--- config.mk ---
export PLATFORM = sky130hd
export DESIGN_NAME = c_wl_prog_ctrl
export DESIGN_NICKNAME = d
export VERILOG_FILES = /design/src/rtl/c_wl_prog_ctrl.sv
export SDC_FILE = /design/constraint.sdc
export NUM_CORES = 1
export LEC_CHECK = 0
export ABC_AREA = 0
export BUFFER_PORTS_ARGS = -buffer_cell sky130_fd_sc_hd__buf_2
export CORE_UTILIZATION = 45
export CTS_CLUSTER_SIZE = 14
export DETAILED_ROUTE_END_ITERATION = 8
export PLACE_DENSITY = 0.74
export SLEW_MARGIN = 20
export SYNTH_ARGS = -nofsm -noshare
export SYNTH_HDL_FRONTEND = slang
export SYNTH_SLANG_ARGS = --single-unit
--- constraint.sdc ---
create_clock -name CLK -period 3.1 [get_ports CLK]
set_input_delay 0.465 -clock CLK [delete_from_list [all_inputs] [get_ports CLK]]
set_output_delay 0.465 -clock CLK [all_outputs]
set_load 0.02 [all_outputs]
--- src/rtl/c_wl_prog_ctrl.sv ---
// Wordline programming sequencer: fetch, setup, pulse and hold per crossbar row.
// Optional read-back verify with retry is enabled by C_WL_PROG_VERIFY_EN.
module c_wl_prog_ctrl #(
    parameter int N_VPE = 5,
    parameter int N_ROW = 61,
    parameter int PW_W  = 4
`ifdef C_WL_PROG_VERIFY_EN
    ,
    parameter int MAX_RETRY = 3
`endif
) (
    input  logic            CLK,
    input  logic            RST_N,
    input  logic            START,
    input  logic            ABORT,
    input  logic [2:0]      VPE_FIRST,
    input  logic [2:0]      VPE_LAST,
    input  logic [PW_W-1:0] PULSE_LEN,
    input  logic            DIN_VALID,
    output logic            DIN_READY,
    output logic [2:0]      VPE_XIDX,
    output logic [5:0]      SW_IN_VPE,
    output logic            WL_EN,
    output logic            BUSY,
    output logic            DONE,
`ifdef C_WL_PROG_VERIFY_EN
    output logic            VFY_REQ,
    input  logic            VFY_ACK,
    input  logic            VFY_PASS,
`endif
    output logic            ERR
);

    typedef enum logic [2:0] {
        IDLE,
        FETCH,
        SETUP,
        PULSE,
        HOLD,
        FIN
`ifdef C_WL_PROG_VERIFY_EN
        ,
        VERIFY
`endif
    } state_t;

    state_t          state;
    state_t          nxt;
    logic [2:0]      last_q;
    logic [PW_W-1:0] plen_q;
    logic [PW_W-1:0] cnt;
    logic            range_ok;
    logic            start_ok;
    logic            start_bad;
    logic            step;
    logic            last_row;
    logic            final_row;
    logic            fail;

`ifdef C_WL_PROG_VERIFY_EN
    localparam int RW = $clog2(MAX_RETRY + 1);
    logic [RW-1:0] retry;
    logic          retry_up;
`endif

    // Next-state decode; ABORT overrides every transition out of a busy state.
    always_comb begin
        nxt       = state;
        start_ok  = 1'b0;
        start_bad = 1'b0;
        step      = 1'b0;
        fail      = 1'b0;
`ifdef C_WL_PROG_VERIFY_EN
        retry_up  = 1'b0;
`endif
        range_ok  = (VPE_FIRST <= VPE_LAST) &&
                    (VPE_LAST <= 3'(N_VPE - 1));
        last_row  = (SW_IN_VPE == 6'(N_ROW - 1));
        final_row = last_row && (VPE_XIDX >= last_q);
        unique case (state)
            IDLE: begin
                if (START && !ABORT) begin
                    if (range_ok) begin
                        start_ok = 1'b1;
                        nxt      = FETCH;
                    end else begin
                        start_bad = 1'b1;
                    end
                end
            end
            FETCH: if (DIN_VALID) nxt = SETUP;
            SETUP: nxt = PULSE;
            PULSE: if (cnt <= PW_W'(1)) nxt = HOLD;
`ifdef C_WL_PROG_VERIFY_EN
            HOLD: nxt = VERIFY;
            VERIFY: begin
                if (VFY_ACK) begin
                    if (VFY_PASS) begin
                        step = 1'b1;
                    end else if (retry == RW'(MAX_RETRY)) begin
                        fail = 1'b1;
                        nxt  = IDLE;
                    end else begin
                        retry_up = 1'b1;
                        nxt      = SETUP;
                    end
                end
            end
`else
            HOLD: step = 1'b1;
`endif
            FIN: nxt = IDLE;
            default: nxt = IDLE;
        endcase
        if (step) nxt = final_row ? FIN : FETCH;
        if (ABORT && state != IDLE) begin
            nxt  = IDLE;
            step = 1'b0;
            fail = 1'b0;
`ifdef C_WL_PROG_VERIFY_EN
            retry_up = 1'b0;
`endif
        end
    end

    // State, registered outputs, address stepping and pulse counter.
    always_ff @(posedge CLK or negedge RST_N) begin
        if (!RST_N) begin
            state     <= IDLE;
            DIN_READY <= 1'b0;
            WL_EN     <= 1'b0;
            BUSY      <= 1'b0;
            DONE      <= 1'b0;
            ERR       <= 1'b0;
            VPE_XIDX  <= 3'd0;
            SW_IN_VPE <= 6'd0;
            last_q    <= 3'd0;
            plen_q    <= PW_W'(1);
            cnt       <= '0;
`ifdef C_WL_PROG_VERIFY_EN
            VFY_REQ   <= 1'b0;
            retry     <= '0;
`endif
        end else begin
            state     <= nxt;
            DIN_READY <= (nxt == FETCH);
            WL_EN     <= (nxt == PULSE);
            BUSY      <= (nxt != IDLE);
            DONE      <= (state == FIN) && !ABORT;
            ERR       <= start_bad || fail;
            if (start_ok) begin
                VPE_XIDX  <= VPE_FIRST;
                SW_IN_VPE <= 6'd0;
                last_q    <= VPE_LAST;
                plen_q    <= (PULSE_LEN == '0) ? PW_W'(1) : PULSE_LEN;
            end else if (step && !final_row) begin
                if (last_row) begin
                    SW_IN_VPE <= 6'd0;
                    VPE_XIDX  <= VPE_XIDX + 3'd1;
                end else begin
                    SW_IN_VPE <= SW_IN_VPE + 6'd1;
                end
            end
            if (state == SETUP) cnt <= plen_q;
            else if (state == PULSE) cnt <= cnt - PW_W'(1);
`ifdef C_WL_PROG_VERIFY_EN
            VFY_REQ <= (nxt == VERIFY);
            if (start_ok || step) retry <= '0;
            else if (retry_up) retry <= retry + RW'(1);
`endif
        end
    end

endmodule

==> results.md, run 1 <==
| Quantity | Reported | Unit |
|---|---|---|
| Area added between synthesis and finish | 9.91 | % |
| Die X | 62.4 | microns |
| Buf/Inv on CP | 0 | - |
| Wire length of the first global-routing pass | 5.68 | mm |
| Residual DRC | 0 | - |
| Final number of setup-violating endpoints | 0 | - |
| Total Die Area | 3890 | sq um |
| Antenna Cells | 0 | - |
| DR WL/cell | 12.8 | microns |
| Endpoint class of the critical path | flop | - |
| GP Congestion | 0.825 | - |
| Post-synth top flop | sky130_fd_sc_hd__dfrtp_1 | - |
| Post-cts sizing count | 0 | - |
| Switching component of the power | 0.487 | mW |
| Register bit count reported by yosys | 28 | - |
| Die height | 62.4 | microns |
| Gate count of the mapped netlist | 171 | - |
| Vias in the first global route | 1235 | - |
| Number of top-level design ports | 29 | - |
| Relative max-transition margin | 0.583 | - |
| Setup TNS | 0 | ps |
| Clock latency of the later-clocked register in the worst-skew pair | 330 | ps |
| Share of the yosys chip area belonging to registers | 0.428 | - |
| Share of flip-flops with an asynchronous set or reset after synthesis | 1.00 | - |
| Buffers added on ports | 28 | - |
| Number of synthesis warnings | 0 | - |
| Number of enable flip-flop cells after synthesis | 0 | - |
| Classification of the worst setup path | flop to flop | - |
| Stages on the worst setup path | 4 | - |
| Tightest Pin Transition | 625 | ps |
| Sequential Power Share | 0.477 | - |
| Syn Area/Cell | 9.60 | sq um |
| First-pass detailed-route iteration total | 4 | - |
| Total of hold buffers inserted after clock tree synthesis | 0 | - |
| # nets final | 221 | - |
| Switching part of the total power | 0.389 | - |
| Number of antenna violations at the first check in global routing | 0 | - |
| Hold WC Path Type | input pin to asynchronous set/reset pin | - |
| Setup Fix Bufs, Post-CTS | 0 | - |
| Number of clock sinks | 28 | - |
| Peak per-stage delay on the critical path | 640 | ps |
| # H-tree levels | 1 | - |
| Root buf cell | sky130_fd_sc_hd__clkbuf_4 | - |
| Proportion of layout cells with a drive suffix above 1 | 0.222 | - |
| Final cycle utilization of the critical path | 0.618 | - |
| Via density per instance | 5.36 | - |
| Grt total ovfl | 0 | - |
| Cell accounting for the most synthesized area | sky130_fd_sc_hd__dfrtp_1 | - |
| Maximum number of pins on one net before global-route repair | 29 | - |
| Crit path time final | 1910 | ps |
| GRT Overall Usage | 0.183 | - |
| Ratio of total power to cell area | 693 | nW/um^2 |
| Initial core utilization | 0.481 | - |
| Clock tree from TritonCTS | done | - |
| Setup repair after global routing missed its margin | no | - |
| Num rows | 21 | - |
| Clock-pin slew on the worst setup and hold paths | 140 | ps |
| Status | finished clean | - |
| Fillcell total | 322 | - |
| Top cell type's share of synthesized area | 0.412 | - |
| Max-cap check violation count | 0 | - |
| CP top delay family | simple AND/OR/NAND/NOR gates | - |
| HPWL after detailed placement | 2.25 | mm |
| Area taken by multi-input logic gates | 807 | sq um |
| Final ANT Viol Nets | 0 | - |
| Area taken by flip-flops and latches | 702 | sq um |
| Post-route core utilization | 0.528 | - |
| Max VDD drop | 0.000338 | V |
| Number of hold violations in the final report | 0 | - |
| Wirelength, routed | 3.06 | mm |
| Relative contribution of combinational cells to total power | 0.402 | - |
| Core region area | 3420 | sq um |
| Required arrival time at the worst endpoint | 3320 | ps |
| Violation count after the first detailed-routing iteration | 48 | - |
| Leakage power | 0.859 | nW |
| Dominant cells by area after synthesis | sky130_fd_sc_hd__dfrtp_1, sky130_fd_sc_hd__ha_1, sky130_fd_sc_hd__a21oi_1 | - |
| Cell internal power dissipation | 0.764 | mW |
| Most repeated cell in the gate-level netlist after synthesis | sky130_fd_sc_hd__dfrtp_1 | - |
| Unique masters post-synth | 46 | - |
| Maximum clock skew at final layout | 13.7 | ps |
| Slew Limit Fails | 0 | - |
| Power share of the clock group | 0.120 | - |
| Number of buffers added by the clock tree synthesis step | 3 | - |
| Cell with the largest stage delay on the worst path | sky130_fd_sc_hd__nor4b_4 | - |
| Total standard cell area after synthesis | 1640 | sq um |
| Type of origin of the critical path | flop | - |
| Top cells by instance count after synthesis | sky130_fd_sc_hd__dfrtp_1, sky130_fd_sc_hd__inv_1, sky130_fd_sc_hd__nand2_1, sky130_fd_sc_hd__nor2_1, sky130_fd_sc_hd__a21oi_1 | - |
| Post-Syn Nets | 197 | - |
| Vias post-DR | 1287 | - |
| Maximum fanout along the worst path | 17 | - |
| Cell chain of the critical path | nor4b_4 -> and3_4 -> mux2i_1 -> o21ai_1 | - |
| Signal arrival time at the worst endpoint | 2130 | ps |
| Maximum clock frequency | 0.522 | GHz |
| Cell depth of the worst flop-to-flop path | 4 | - |
| Maximum root-to-sink buffer count | 2 | - |
sequential cells by signal, summed over array words and instances, names as in the netlist:
name,flops
plen_q,4
BUSY,1
WL_EN,1
cnt,4
VPE_XIDX,3
DONE,1
ERR,1
DIN_READY,1
last_q,3
SW_IN_VPE,6
state,3
stage by stage:
| step | cell area, sq um | total power [mW] | hold WS [ps] | cells | worst slack (ps) |
|---|---|---|---|---|---|
| finish | 1800 | 1.25 | 124 | 240 | 1190 |
| floorplan | 1640 | 0.991 | 169 | 171 | 1260 |
| global placement | 1780 | 1.09 | 470 | 236 | 1110 |
| global route | 1800 | 1.38 | 148 | 240 | 973 |
| detailed placement | 1780 | 1.11 | 474 | 236 | 1030 |
| CTS | 1800 | 1.27 | 137 | 240 | 1180 |
area by class of cell:
class                      instances  share of cell area
tap                               46              0.0319
clock buffer                       4              0.0146
multi-input combinational        117               0.447
sequential                        28               0.389
inverter                          15              0.0312
timing repair buffer              30              0.0860
layout by cell type, fill, tap and decap left out, types with 5 or more instances in the layout:
master	count
sky130_fd_sc_hd__nor3_1	5
sky130_fd_sc_hd__dfrtp_1	27
sky130_fd_sc_hd__buf_2	28
sky130_fd_sc_hd__a21oi_1	13
sky130_fd_sc_hd__nand2_1	15
sky130_fd_sc_hd__ha_1	11
sky130_fd_sc_hd__inv_1	15
sky130_fd_sc_hd__o21ai_0	6
sky130_fd_sc_hd__nand3_1	5
sky130_fd_sc_hd__nor2_1	14
worst reg2reg max path, cell delays in order, from the launching register on:
cell and delay (ps):
sky130_fd_sc_hd__dfrtp_1 610, sky130_fd_sc_hd__nor4b_4 640, sky130_fd_sc_hd__and3_4 290, sky130_fd_sc_hd__mux2i_1 180, sky130_fd_sc_hd__o21ai_1 70
kinds of logic (layout without fill, tap and decap cells):
logic type | count (synthesis) | in the layout | share of synthesized area
compound gates | 40 | 40 | 0.160
flops | 28 | 28 | 0.428
buf+inv | 26 | 49 | 0.0808
mux | 7 | 7 | 0.0457
fa+ha+maj | 11 | 11 | 0.0838
xor+xnor | 2 | 2 | 0.0107
simple gates | 57 | 57 | 0.191
path summary, 6_finish.rpt:
kind / start / to / slack [ps]
worst max-delay path: state[0] / VPE_XIDX[1] / 1190
worst min-delay path: RST_N / SW_IN_VPE[4] / 120
worst max register to register: state[0] / VPE_XIDX[1] / 1190
worst min register to register: plen_q[1] / plen_q[1] / 500
max in group asynchronous: RST_N / state[2] / 2550
min in group CLK: VPE_FIRST[2] / VPE_XIDX[2] / 360
power groups by stage:
stage / Clock, mW / Sequential, mW / Combinational [mW]
3_5_place_dp: 0 / 0.605 / 0.506
6_report: 0.151 / 0.597 / 0.503
4_1_cts: 0.162 / 0.598 / 0.507
5_1_grt: 0.176 / 0.617 / 0.581
2_1_floorplan: 0 / 0.593 / 0.398
3_3_place_gp: 0 / 0.604 / 0.489
metal layers:
metal  vias up  track usage  share of wire
met5         -            0              0
met4         0       0.0552          0.010
met3         4       0.0438          0.052
met2        29        0.298           0.48
met1       611        0.240           0.46
li1        643            -              -
(Power assumes the default switching activity.)
==> run 2, diff against run 1 <==
--- a/config.mk
+++ b/config.mk
@@ -5,12 +5,12 @@
 export SDC_FILE = /design/constraint.sdc
 export NUM_CORES = 1
 export LEC_CHECK = 0
-export ABC_AREA = 0
+export ABC_AREA = 1
 export BUFFER_PORTS_ARGS = -buffer_cell sky130_fd_sc_hd__buf_2
 export CORE_UTILIZATION = 45
 export CTS_CLUSTER_SIZE = 14
 export DETAILED_ROUTE_END_ITERATION = 8
-export PLACE_DENSITY = 0.74
+export PLACE_DENSITY = 0.75
 export SLEW_MARGIN = 20
 export SYNTH_ARGS = -nofsm -noshare
 export SYNTH_HDL_FRONTEND = slang
==> constraint.sdc (replaced) <==
create_clock -name CLK -period 1.8 [get_ports CLK]
set_input_delay 0.27 -clock CLK [delete_from_list [all_inputs] [get_ports CLK]]
set_output_delay 0.27 -clock CLK [all_outputs]
set_load 0.02 [all_outputs]
==> results.md, run 2 <==
| Quantity | Reported | Unit | vs previous |
|---|---|---|---|
| Status | finished clean | - |  |
| GRT Overall Usage | 0.163 | - | -0.0196 |
| Number of top-level design ports | 29 | - | unchanged |
| Hold WC Path Type | input pin to flop | - |  |
| Number of enable flip-flop cells after synthesis | 0 | - | unchanged |
| Clock-pin slew on the worst setup and hold paths | 160 | ps | +20 ps |
| Register bit count reported by yosys | 28 | - | unchanged |
| Final cycle utilization of the critical path | 0.911 | - | +0.294 |
| Dominant cells by area after synthesis | sky130_fd_sc_hd__dfrtp_1, sky130_fd_sc_hd__nand2_1, sky130_fd_sc_hd__ha_1 | - |  |
| Max-cap check violation count | 0 | - | unchanged |
| Commonest cells after routing, fill and taps aside | sky130_fd_sc_hd__nand2_1, sky130_fd_sc_hd__inv_1, sky130_fd_sc_hd__buf_2, sky130_fd_sc_hd__dfrtp_1, sky130_fd_sc_hd__nand3_1 | - |  |
| DR WL/cell | 10.1 | microns | -21% |
| CP top delay family | simple AND/OR/NAND/NOR gates | - |  |
| Classification of the worst setup path | flop to flop | - |  |
| Num rows | 21 | - | unchanged |
| Wirelength, routed | 2.86 | mm | -6.8% |
| Core region area | 3390 | sq um | -0.77% |
| Area taken by flip-flops and latches | 702 | sq um | unchanged |
| Total standard cell area after synthesis | 1630 | sq um | -0.91% |
| Root buf cell | sky130_fd_sc_hd__clkbuf_4 | - |  |
| Grt total ovfl | 0 | - | unchanged |
| Maximum clock frequency | 0.610 | GHz | +17% |
| Post-synth top flop | sky130_fd_sc_hd__dfrtp_1 | - |  |
| First-pass detailed-route iteration total | 4 | - | unchanged |
| Cell with the largest stage delay on the worst path | sky130_fd_sc_hd__dfrtp_1 | - |  |
| # H-tree levels | 1 | - | unchanged |
| HPWL after detailed placement | 2.21 | mm | -1.7% |
| Peak per-stage delay on the critical path | 450 | ps | -190 ps |
| Number of antenna violations at the first check in global routing | 0 | - | unchanged |
| Proportion of layout cells with a drive suffix above 1 | 0.233 | - | +0.0114 |
| Area added between synthesis and finish | 16.4 | % |  |
| Number of buffers added by the clock tree synthesis step | 3 | - | unchanged |
| Maximum fanout along the worst path | 7 | - | -10 |
| R2R setup slack | 160 | ps | -1030 ps |
| Number of clock sinks | 28 | - | unchanged |
| Unique masters post-synth | 27 | - | -41% |
| Type of origin of the critical path | flop | - |  |
| Total Die Area | 3860 | sq um | -0.90% |
| Leakage power | 1.05 | nW | +22% |
| Die height | 62.1 | microns | -0.45% |
| Setup TNS | 0 | ps | unchanged |
| Required arrival time at the worst endpoint | 2030 | ps | -1290 ps |
| Tightest Pin Transition | 605 | ps | -19.9 ps |
| Dpl ws | 39.2 | ps | -992 ps |
| Flip-flop count of the largest register after layout | 6 | - | unchanged |
| Residual DRC | 0 | - | unchanged |
| Final critical-path setup slack | 160 | ps | -1030 ps |
| Source of the worst hold timing path | ABORT | - |  |
| Vias in the first global route | 1233 | - | -0.16% |
| Buf/Inv on CP | 0 | - | unchanged |
| Relative max-transition margin | 0.597 | - | +0.0133 |
| CP most frequent cell | sky130_fd_sc_hd__nand2_1 | - |  |
| Signal arrival time at the worst endpoint | 1870 | ps | -260 ps |
| Top Registers | SW_IN_VPE: 6 flops, cnt: 4 flops, plen_q: 4 flops | - |  |
| Most flops, register | SW_IN_VPE | - |  |
| Buffers added on ports | 28 | - | unchanged |
| Max VDD drop | 0.000581 | V | +72% |
| Setup Fix Bufs, Post-CTS | 0 | - | unchanged |
| Antenna Cells | 0 | - | unchanged |
| Area taken by multi-input logic gates | 792 | sq um | -1.9% |
| Violation count after the first detailed-routing iteration | 57 | - | +19% |
| Number of synthesis warnings | 0 | - | unchanged |
| Most common cell after layout, fill and taps aside | sky130_fd_sc_hd__nand2_1 | - |  |
| Maximum number of pins on one net before global-route repair | 29 | - | unchanged |
| Maximum clock skew at final layout | 10.9 | ps | -2.89 ps |
| Endpoint class of the critical path | flop | - |  |
| Clock tree from TritonCTS | done | - |  |
| Wire length of the first global-routing pass | 5.20 | mm | -8.4% |
| Worst flop-to-flop path endpoint | VPE_XIDX[1] | - |  |
| Cell chain of the critical path | ha_1 -> a21oi_1 -> nand3_1 -> nand2_2 -> nand2_2 -> nand2_4 -> nand2_1 -> nand2_1 -> nand2_1 | - |  |
| GP Congestion | 0.832 | - | +0.78% |
| Share of the yosys chip area belonging to registers | 0.432 | - | +0.00395 |
| Most repeated cell in the gate-level netlist after synthesis | sky130_fd_sc_hd__nand2_1 | - |  |
| Top cell type's share of synthesized area | 0.415 | - | +0.00380 |
| Hold EP | DONE | - |  |
| Syn Area/Cell | 8.01 | sq um | -17% |
| Overall power after layout | 2.71 | mW | +120% |
| Crit path time final | 1640 | ps | -274 ps |
| Ratio of total power to cell area | 1430 | nW/um^2 | +110% |
| Fillcell total | 303 | - | -5.9% |
| Cell depth of the worst flop-to-flop path | 9 | - | +5 |
| Top cells by instance count after synthesis | sky130_fd_sc_hd__nand2_1, sky130_fd_sc_hd__inv_1, sky130_fd_sc_hd__dfrtp_1, sky130_fd_sc_hd__nand3_1, sky130_fd_sc_hd__ha_1 | - |  |
| Hold Path Stages | 2 | - |  |
| Maximum root-to-sink buffer count | 2 | - | unchanged |
| Final ANT Viol Nets | 0 | - | unchanged |
| Clock latency of the later-clocked register in the worst-skew pair | 330 | ps | about the same |
| Number of hold violations in the final report | 0 | - | unchanged |
| Vias post-DR | 1348 | - | +4.7% |
| # nets final | 263 | - | +19% |
| Gate count of the mapped netlist | 203 | - | +19% |
| Cell accounting for the most synthesized area | sky130_fd_sc_hd__dfrtp_1 | - |  |
| Die X | 62.1 | microns | -0.45% |
| Initial core utilization | 0.480 | - | -0.000704 |
| Post-Syn Nets | 229 | - | +16% |
| Startpoint of the worst-slack reg-to-reg timing path | VPE_XIDX[2] | - |  |
| Setup repair after global routing missed its margin | no | - |  |
| Share of flip-flops with an asynchronous set or reset after synthesis | 1.00 | - | unchanged |
| Final number of setup-violating endpoints | 0 | - | unchanged |
| Via density per instance | 4.78 | - | -11% |
| Slew Limit Fails | 0 | - | unchanged |
run 2: layout make-up:
class	count	area share
flip-flops and latches	28	0.371
clock inverters	1	0.0159
repair buffers	31	0.0872
inverters	33	0.0654
well taps	46	0.0304
multi-input cells	140	0.418
clock buffers	3	0.0119
run 2: worst reg2reg max path: stages, from the launching register on:
cell,delay [ps]
sky130_fd_sc_hd__dfrtp_1,450
sky130_fd_sc_hd__ha_1,340
sky130_fd_sc_hd__a21oi_1,130
sky130_fd_sc_hd__nand3_1,100
sky130_fd_sc_hd__nand2_2,90
sky130_fd_sc_hd__nand2_2,100
sky130_fd_sc_hd__nand2_4,120
sky130_fd_sc_hd__nand2_1,100
sky130_fd_sc_hd__nand2_1,70
sky130_fd_sc_hd__nand2_1,50
run 2: worst max-delay path by stage:
stage	slack (ps)	depth (start not counted)	endpoint	from
2_1_floorplan	190	9	VPE_XIDX[2]	VPE_XIDX[2]
3_3_place_gp	100	12	VPE_XIDX[0]	VPE_LAST[2]
3_5_place_dp	40	12	VPE_XIDX[0]	VPE_LAST[2]
4_1_cts	100	9	VPE_XIDX[1]	VPE_XIDX[2]
5_1_grt	7	9	VPE_XIDX[1]	VPE_XIDX[2]
6_report	160	9	VPE_XIDX[1]	VPE_XIDX[2]
run 2: metrics by stage:
step	std cells	area (sq um)	hold WS, ps	utilization
3_3_place_gp	277	1820	311	0.536
3_5_place_dp	277	1820	325	0.536
6_report	282	1890	115	0.559
5_1_grt	282	1890	101	0.559
4_1_cts	282	1880	110	0.554
2_1_floorplan	203	1630	-25.6	-
run 2: power by group:
group	switching, mW	internal, mW
sequential	0.196	0.872
combinational	0.726	0.496
clock	0.191	0.225
total	1.11	1.59
run 2: logic make-up after synthesis:
logic type,share of synthesized area
compound gates,0.0846
buf+inv,0.0900
flops,0.432
fa+ha+maj,0.0846
simple gates,0.277
xor+xnor,0.0323
run 2: per-layer routing:
| metal | track usage | wire length, microns | vias to the layer above |
|---|---|---|---|
| li1 | - | - | 712 |
| met2 | 0.253 | 1290 | 28 |
| met3 | 0.0221 | 84 | 6 |
| met1 | 0.231 | 1430 | 602 |
| met5 | 0 | 0 | - |
| met4 | 0.0640 | 57 | 0 |
run 2: repair_timing:
action | in CTS | in global routing
gates resized for setup | 0 | 4
hold buffers | 1 | 0
hold endpoints to repair | 27 | 0
setup endpoints to repair | 0 | 8
